$ cat config.mk
export PLATFORM = sky130hd
export DESIGN_NAME = reg_file
export DESIGN_NICKNAME = d
export VERILOG_FILES = /design/src/rtl/reg_file.sv
export SDC_FILE = /design/constraint.sdc
export NUM_CORES = 1
export LEC_CHECK = 0
export CAP_MARGIN = 20
export CORE_UTILIZATION = 50
export CTS_BUF_LIST = sky130_fd_sc_hd__clkbuf_4 sky130_fd_sc_hd__clkbuf_8
export CTS_CLUSTER_SIZE = 16
export DETAILED_ROUTE_END_ITERATION = 16
export GPL_ROUTABILITY_DRIVEN = 0
export PLACE_DENSITY = 0.65
export RECOVER_POWER = 25
export SYNTH_ARGS = -nofsm -noshare
export SYNTH_HDL_FRONTEND = slang
export SYNTH_SLANG_ARGS = --single-unit
$ cat constraint.sdc
create_clock -name clk -period 4.4 [get_ports clk]
set_clock_uncertainty 0.2 [all_clocks]
set_input_delay 1.32 -clock clk [delete_from_list [all_inputs] [get_ports clk]]
set_output_delay 1.32 -clock clk [all_outputs]
set_load 0.03 [all_outputs]
$ cat src/rtl/reg_file.sv
// Register file with R0 hardwired to zero, same-cycle write bypass on both
// read ports, and a 3-bit {Z,V,N} flag register with per-bit update enables.
module reg_file #(
    parameter int DATA_W = 16,
    parameter int ADDR_W = 4
) (
    input  logic              clk,
    input  logic              rst,
    input  logic [ADDR_W-1:0] SrcReg1,
    input  logic [ADDR_W-1:0] SrcReg2,
    input  logic [ADDR_W-1:0] DstReg,
    input  logic              WriteReg,
    input  logic [DATA_W-1:0] DstData,
    input  logic [2:0]        FlagIn,
    input  logic [2:0]        FlagEn,
    output logic [DATA_W-1:0] SrcData1,
    output logic [DATA_W-1:0] SrcData2,
    output logic [2:0]        Flags
);

    localparam int unsigned NREG = 2 ** ADDR_W;

    logic [DATA_W-1:0] regs_q [NREG];
    logic [DATA_W-1:0] regs_d [NREG];
    logic [2:0]        flags_q;
    logic [2:0]        flags_d;
    logic              wr_en;

    assign wr_en = WriteReg && !rst && (DstReg != '0);

    always_comb begin
        regs_d = regs_q;
        if (wr_en) begin
            regs_d[DstReg] = DstData;
        end
        flags_d = (FlagEn & FlagIn) | (~FlagEn & flags_q);
    end

    always_ff @(posedge clk) begin
        if (rst) begin
            for (int unsigned i = 0; i < NREG; i++) begin
                regs_q[i] <= '0;
            end
            flags_q <= '0;
        end else begin
            regs_q  <= regs_d;
            flags_q <= flags_d;
        end
    end

    // R0 check comes first so a write aimed at R0 can never leak through the bypass.
    always_comb begin
        SrcData1 = regs_q[SrcReg1];
        if (SrcReg1 == '0) begin
            SrcData1 = '0;
        end else if (wr_en && (SrcReg1 == DstReg)) begin
            SrcData1 = DstData;
        end
    end

    always_comb begin
        SrcData2 = regs_q[SrcReg2];
        if (SrcReg2 == '0) begin
            SrcData2 = '0;
        end else if (wr_en && (SrcReg2 == DstReg)) begin
            SrcData2 = DstData;
        end
    end

    assign Flags = flags_q;

endmodule

# Yosys cells after proc, flatten, opt, wreduce, memory -nomap -nowiden
# Index checks and enable logic that the tools add are counted.
dict set report op_classes {
  n_eq_ne 2
  magnitude_cmp 4
  n_reduce_logical 9
  bitwise 7
  muxes 13
}
# op count
set ops {}
lappend ops {{$bwmux W256} 1}
lappend ops {{$mux W16} 9}
lappend ops {{$bmux W16 S4} 2}
lappend ops {{$demux W16 S4} 1}
lappend ops {{$ge A5 B5 Y1 const B} 3}
lappend ops {{$not A4 Y5} 3}
lappend ops {{$eq A4 B4 Y1} 2}
lappend ops {{$logic_not A4 Y1} 2}
lappend ops {{$and A3 B3 Y3} 2}
lappend ops {{$logic_and A1 B1 Y1} 5}
lappend ops {{$lt A5 B1 Y1 const B} 1}
lappend ops {{$reduce_bool A4 Y1} 1}
lappend ops {{$not A3 Y3} 1}
lappend ops {{$or A3 B3 Y3} 1}
lappend ops {{$logic_not A1 Y1} 1}
dict set report word_totals {
  inputBits 37
  wordCells 52
  regBits 259
  output_inout_bits 35
}

# Logic depth before layout (Yosys ltp)
# Gate-level depths: netlist of the first run.
dict set report depth {
  depth_word 6
  depth_mapped 8
}

# Worst setup path after synthesis of the first run
# Ideal clock, no wire load.
dict set report synth_path {
  kind {input -> output}
  start {input port SrcReg2[2]}
  end {output port SrcData2[0]}
  t_arrival_ps 2935
  setup_slack_ps -55
  n_path_buf 3
  cell_stages 7
  required_time_ps 2880
  path_cell_list {buf_2 > or3b_1 > clkbuf_1 > buf_6 > o22ai_1 > a211oi_1 > a31oi_1}
}
dict set report synth_between {
  elab_chain_len 6
}
# element line_no
set synth_lines {}
lappend synth_lines {{from (decl)} 10} ;# input logic [ADDR_W-1:0] SrcReg2,
lappend synth_lines {{$not A4 Y5 (not written as such)} 62} ;# SrcData2 = regs_q[SrcReg2];
lappend synth_lines {{$bmux W16 S4} 62}
lappend synth_lines {{$mux W16 (not written as such) (2 in series)} 62}
lappend synth_lines {{$mux W16} 65} ;# end else if (wr_en && (SrcReg2 == DstReg)) begin
lappend synth_lines {{$mux W16 *} 63} ;# if (SrcReg2 == '0) begin
lappend synth_lines {{to (decl)} 17} ;# output logic [DATA_W-1:0] SrcData2,
# Every way passes the cells marked *; elsewhere a longest branch is shown, timed or not. The select of a mux whose other input is x is not followed.

# Worst setup path after layout of the first run
dict set report layout_path {
  start {input port SrcReg2[0]}
  end {output port SrcData2[14]}
}
# The elaborated chain is that of the path after synthesis.

==> reports/results.ini, run 1 <==
[timing]
slew_headroom_pct=13.7
hold_viol=0
drv_slew=0
worstMarginPinSlew_ns=1.29
rsz0062_at_grt=yes
fin_setup_tns_ns=-1.16
setup_viol=22
fmax_mhz=219
period_share_pct=104
finalWorstSetupSlack_ns=-0.166
min_period_ns=4.57

[place]
place_inst=2042
dp.final_hpwl_mm=36.7
port_buffers=71

[critical_path]
r2r.worst_path.cells=2
critical_path.top_delay_family=compound AO/OA/AOI/OAI gates
reg2reg_from=regs_q[166]$_SDFFE_PP0P_
crit_chain=buf_16 > buf_12 > buf_4 > mux2i_1 > o22ai_1 > a211oi_2 > a31oi_4 > buf_12
worstPathMaxFanout=6
crit_slowest_cell=a211oi_2
worstSetupStartpointType=input pin
crit_type=input pin to output pin
max_stage_delay_ns=0.51
crit_path_frequent_cell=buf_12
crit_required_ns=2.88
path_depth=8
arrival_ns=3.05
cp-end-kind=output pin
startpoint=SrcReg2[0]
critPathBufInv=4

[final_layout]
n_antenna_cell=0
top_register=regs_q
largest_reg_flops=256
fillerInstances=1918
seq_area_um2=5180
nets=1820
layoutNonFillerInstCount=2149
area_growth_pct=38.6
top_regs=regs_q (256)
drive_gt1_share_pct=32.9
multi_input_area_um2=9330

[logic_synthesis]
synth.area.top_cells=dfxtp_1 38%, nand2_1 12%, mux4_2 10%
synthSimpleGateAreaFrac_pct=18.2
synth_area_per_cell_um2=8.46
yosysSeqAreaShare_pct=37.6
synth_area_um2=13800
synth_adder_area_share_pct=0
synth_area_leader_cell=dfxtp_1
synth-seq-cells=259
synth_compound_area_share_pct=16.5
syn_nets=1666
synth_ff_type=dfxtp_1
ys_warn_count=0
synth_edf_count=0
synth_top_area_share_pct=37.6
ys_types=34
syn_inst=1629
synth_top_family_by_area=multiplexers
synthMuxAreaShare_pct=20.1
synth-async-reset-ratio_pct=0
synthXorXnorAreaFrac_pct=0.508

[cts]
clk_path_buf_depth=3
htreeDepth=2
clock_sinks=259
insertion_delay_ns=0.56
cts_buffers=45
clock-root-buffer=clkbuf_8
cts_tree=yes
clkTransAtPathRegs_ns=0.05

[worst_hold_path]
whs_path_depth=2
min-delay-start=regs_q[37]$_SDFFE_PP0P_
hold_class=register to register

[drt]
drt_wl_total_mm=57.7
wl_per_cell_um=26.8
route.antenna.remaining_nets=0
remaining_drc_errors=0
vias=14300
viasPerCell=6.65
first_iter_violations=2342
drtPass1Iterations=10

[die]
fp.dieW_um=168
initial_core_util_pct=51.0
core-area_um2=27000
pin_count=72
dieArea_um2=28200
num_rows=60
die-height_um=168

[power_and_ir_drop]
vdd_drop_max_uv=312
p_leak_nw=6.40
p_per_area_nw_per_um2=286

[run_status]
status=finished with violations
violations=negative setup slack

[job]
maxCapViolations=0

[global_route]
grt_max_degree=264
grt-ovfl-total=0
grt_pass1_vias=13400
grt_util_all_layers_pct=39.1
grt_antenna_before_repair=1
grt_pass1_wl_mm=82.9

stage by stage:
step	hold slack (ns)	setup slack [ns]	total power, mW	utilization, %	area (um2)
after floorplan	0.243	-0.00732	2.75	-	13900
after global placement	0.250	-0.521	3.00	58.5	15800
after detailed placement	0.258	-0.530	3.01	58.5	15800
after CTS	0.266	-0.0300	5.38	68.1	18400
after global routing	0.285	-0.163	5.59	70.7	19100
final	0.266	-0.166	5.46	70.7	19100
synthesized netlist by cell type, types with 12 or more instances:
| cell | count |
|---|---|
| a211oi_1 | 32 |
| a21oi_1 | 242 |
| a31oi_1 | 30 |
| buf_2 | 49 |
| buf_4 | 25 |
| buf_6 | 13 |
| clkbuf_1 | 79 |
| clkbuf_2 | 12 |
| dfxtp_1 | 259 |
| mux2i_1 | 131 |
| mux4_2 | 64 |
| nand2_1 | 427 |
| nand3_1 | 98 |
| nor2b_1 | 20 |
| o22ai_1 | 64 |
| o31ai_1 | 32 |
cell families after synthesis:
family                    Yosys count
AOI/OAI and AO/OA                 400
and+or+nand+nor                   580
buffers and inverters             185
DFF                               259
xor gates and xnor gates            8
muxes                             197
layout by cell type, fill, tap and decap left out, types with 4 or more instances in the layout:
master           count
o31ai_4              7
xnor2_2              4
nor2_1               4
buf_8               10
and3_1               4
a211oi_4            14
a31oi_4             24
and2_1               5
mux4_2              64
a211oi_2            15
o22ai_4             13
clkdlybuf4s50_1     22
clkbuf_8            56
a31oi_2              5
mux2i_2             16
buf_6               37
or2_4                4
a21oi_1            240
nand3_1             95
clkbuf_4            13
or3b_4               4
dfxtp_1            259
buf_16               7
nand2_1            427
o22ai_1             25
buf_2                6
buf_4              152
mux2i_4             24
o31ai_1              4
buf_12              51
mux2i_1             91
o22ai_2             26
o31ai_2             21
nor2b_1             18
report_power, final:
| group | leakage, nW | total [mW] | internal [mW] | switching [mW] |
|---|---|---|---|---|
| sequential | 2.09 | 2.38 | 2.36 | 0.0151 |
| clock | 0.485 | 2.31 | 1.30 | 1.01 |
| combinational | 3.83 | 0.776 | 0.333 | 0.443 |
| total | 6.40 | 5.46 | 4.00 | 1.46 |
final timing paths:
| path | to | slack, ns |
|---|---|---|
| max reg2reg | regs_q[166]$_SDFFE_PP0P_ | 3.38 |
| min | regs_q[37]$_SDFFE_PP0P_ | 0.27 |
| min reg2reg | regs_q[37]$_SDFFE_PP0P_ | 0.27 |
| max | SrcData2[14] | -0.17 |
routing by layer:
metal | up-vias | global-route usage (%) | share of wire (%) | routed length, um
met1 | 6743 | 50.4 | 36 | 20800
li1 | 6076 | - | - | -
met2 | 1144 | 59.4 | 43 | 25000
met4 | 2 | 21.7 | 7.3 | 4230
met5 | - | 0 | 0.11 | 61
met3 | 323 | 10.6 | 13 | 7610
layout make-up:
class	count	share of cell area (%)
multi-input combinational	1185	48.9
sequential	259	27.2
timing repair buffer	292	17.0
clock buffer	69	4.55
tap	341	2.23
clock inverter	3	0.229
worst register-to-register path, delay by kind of cell (launching register included):
| kind | cells | cell delay, ns |
|---|---|---|
| AOI/OAI and AO/OA | 1 | 0.17 |
| DFF | 1 | 0.43 |
| and+or+nand+nor | 1 | 0.12 |
what timing repair did:
| item | 4_1_cts | 5_1_grt |
|---|---|---|
| pin swaps | 41 | 49 |
| setup endpoints to repair | 32 | 32 |
| buffers inserted | 28 | 12 |
| resized for setup | 266 | 118 |
| hold buffers | 0 | 0 |
| gates cloned | 8 | 1 |
No activity file was read; power rests on OpenSTA's default activity.
==> run 2, diff against run 1 <==
- CORE_ASPECT_RATIO: unset -> 0.6
- CORE_UTILIZATION: 50 -> 45
- PLACE_DENSITY: 0.65 -> 0.6
==> run 2 against run 1 <==
Against the previous run: the flow finishes with violations (max-capacitance violations, max-slew violations, negative setup slack); hold slack improved by 0.00065 ns; final cell count increased by 0.84%; total power decreased by 4.4%; combinational power decreased by 14%; critical endpoint is now SrcData1[1]; largest power group unchanged.
==> reports/results.ini, run 2 (synthesis gave the netlist of run 1 again) <==
[global_route]
grt_pass1_vias=12700  ; -5.2%
grt-ovfl-total=0  ; unchanged
grt_max_degree=98  ; -63%
grt_util_all_layers_pct=33.0  ; -6.1 points
grt_antenna_before_repair=0  ; -1
grt_pass1_wl_mm=77.9  ; -6.0%

[final_layout]
n_antenna_cell=0  ; unchanged
area_growth_pct=30.4
layout_commonest_cell=nand2_1
top_regs=regs_q (256)
largest_reg_flops=256  ; unchanged
fin_util_pct=59.8  ; -11 points
fillerInstances=2607  ; +36%
stdcell_area_um2=18000  ; -5.9%
drive_gt1_share_pct=28.5  ; -4.4 points
nets=1767  ; -2.9%
top_register=regs_q
final_cell_mix=427 x nand2_1, 259 x dfxtp_1, 240 x a21oi_1

[timing]
min_period_ns=4.41  ; -0.158 ns
fin_setup_tns_ns=-0.0129  ; +1.15 ns
period_share_pct=100  ; -3.6 points
finalWorstSetupSlack_ns=-0.00749  ; +0.158 ns
rsz0062_at_grt=yes
fmax_mhz=227  ; +3.6%
worstMarginPinSlew_ns=1.99  ; +0.691 ns
holdWs_ns=0.267  ; +0.000654 ns
setup_viol=2  ; -91%
slew_headroom_pct=-32.4  ; -46 points
hold_viol=0  ; unchanged
drv_slew=167  ; +167

[drt]
viasPerCell=6.24  ; -6.1%
first_iter_violations=1724  ; -26%
drtPass1Iterations=5  ; -5
route.antenna.remaining_nets=0  ; unchanged
drt_wl_total_mm=52.8  ; -8.6%
wl_per_cell_um=24.3  ; -9.3%
remaining_drc_errors=0  ; unchanged
vias=13500  ; -5.3%

[cts]
insertion_delay_ns=0.56  ; about the same
clock_sinks=259  ; unchanged
clkTransAtPathRegs_ns=0.06  ; about the same
cts_tree=yes
cts_buffers=41  ; -8.9%
clock-root-buffer=clkbuf_8
htreeDepth=2  ; unchanged
cts_hold_buffers=0  ; unchanged
clk_path_buf_depth=3  ; unchanged

[critical_path]
critPathBufInv=4  ; unchanged
worstPathMaxFanout=9  ; +3
max_stage_delay_ns=0.36  ; -0.15 ns
r2r.worst_path.cells=2  ; unchanged
critical_path.top_delay_family=buffers and inverters
crit_slowest_cell=mux2i_1
crit_required_ns=2.88  ; about the same
crit_type=input pin to output pin
path_depth=8  ; unchanged
arrival_ns=2.89  ; -0.16 ns
crit_chain=buf_6 > buf_6 > buf_12 > mux2i_1 > o22ai_1 > a211oi_2 > a31oi_4 > buf_12
worstSetupStartpointType=input pin
cp-end-kind=output pin
reg2reg_slack_ns=3.45  ; +0.07 ns

[power_and_ir_drop]
switchingPower_mw=1.42  ; -2.8%
p_leak_nw=6.04  ; -5.7%
power.share.sequential_pct=45.5  ; +1.9 points
switching_share_pct=27.2  ; +0.44 points
p_int_mw=3.80  ; -4.9%
vdd_drop_max_uv=254  ; -18%
p_comb_share_pct=12.8  ; -1.4 points
pwr-share-clk_pct=41.7  ; -0.5 points
p_per_area_nw_per_um2=290  ; +1.6%

[place]
dp.final_hpwl_mm=35.7  ; -2.7%
placed_area_um2=15900  ; +0.28%
port_buffers=71  ; unchanged

[die]
core-area_um2=30000  ; +11%
num_rows=49  ; -18%
initial_core_util_pct=45.9  ; -5.1 points
pin_count=72  ; unchanged
die-height_um=138  ; -18%
fp.dieW_um=228  ; +36%
dieArea_um2=31400  ; +11%

[worst_hold_path]
whs_path_depth=2  ; unchanged
hold_class=register to register

[run_status]
status=finished with violations
violations=max-capacitance violations, max-slew violations, negative setup slack

[job]
maxCapViolations=2  ; +2

run 2: what timing repair did:
action / in CTS / in global routing
setup endpoints to repair: 32 / 30
pin swaps: 30 / 14
cloned: 2 / 0
gates resized for setup: 189 / 76
endpoints found under the hold margin: 0 / 0
buffers inserted: 4 / 2
run 2: cell type report:
| cell class | instances | area, um2 | area share, % |
|---|---|---|---|
| well taps | 408 | 510 | 2.84 |
| multi-input cells | 1186 | 8840 | 49.2 |
| clock buffers | 66 | 815 | 4.53 |
| clock inverters | 6 | 32.5 | 0.181 |
| repair buffers | 242 | 2600 | 14.4 |
| flip-flops and latches | 259 | 5180 | 28.8 |
run 2: final timing paths:
path,start,to
min reg2reg,regs_q[87]$_SDFFE_PP0P_,regs_q[87]$_SDFFE_PP0P_
max,SrcReg1[1],SrcData1[1]
min,regs_q[87]$_SDFFE_PP0P_,regs_q[87]$_SDFFE_PP0P_
max reg2reg,regs_q[144]$_SDFFE_PP0P_,regs_q[144]$_SDFFE_PP0P_
run 2: tightest hold or removal path: stages, from the launching register on:
cell,delay (ns)
dfxtp_1,0.31
nand2_1,0.05
a21oi_1,0.05
run 2: power groups by stage:
stage          clock network [mW]  logic (mW)  registers, mW
6_report                     2.18       0.668           2.38
5_1_grt                      2.31       0.689           2.38
4_1_cts                      2.19       0.623           2.38
3_5_place_dp                    0       0.574           2.43
3_3_place_gp                    0       0.571           2.43
2_1_floorplan                   0       0.322           2.43
run 2: layer usage:
metal  vias up  track usage, %  share of wire [%]
met5         -               0                  0
met4         0            13.1                3.9
met3       158            7.20                 11
met2       840            49.9                 43
met1      6551            45.9                 42
li1       5981               -                  -
run 2: through the flow:
step	setup WS [ns]	cells	power, mW
finish	-0.00749	2167	5.22
global route	-0.0103	2167	5.37
CTS	0.00218	2165	5.19
detailed placement	-0.600	2094	3.00
global placement	-0.613	2094	3.00
floorplan	-0.00732	1629	2.75
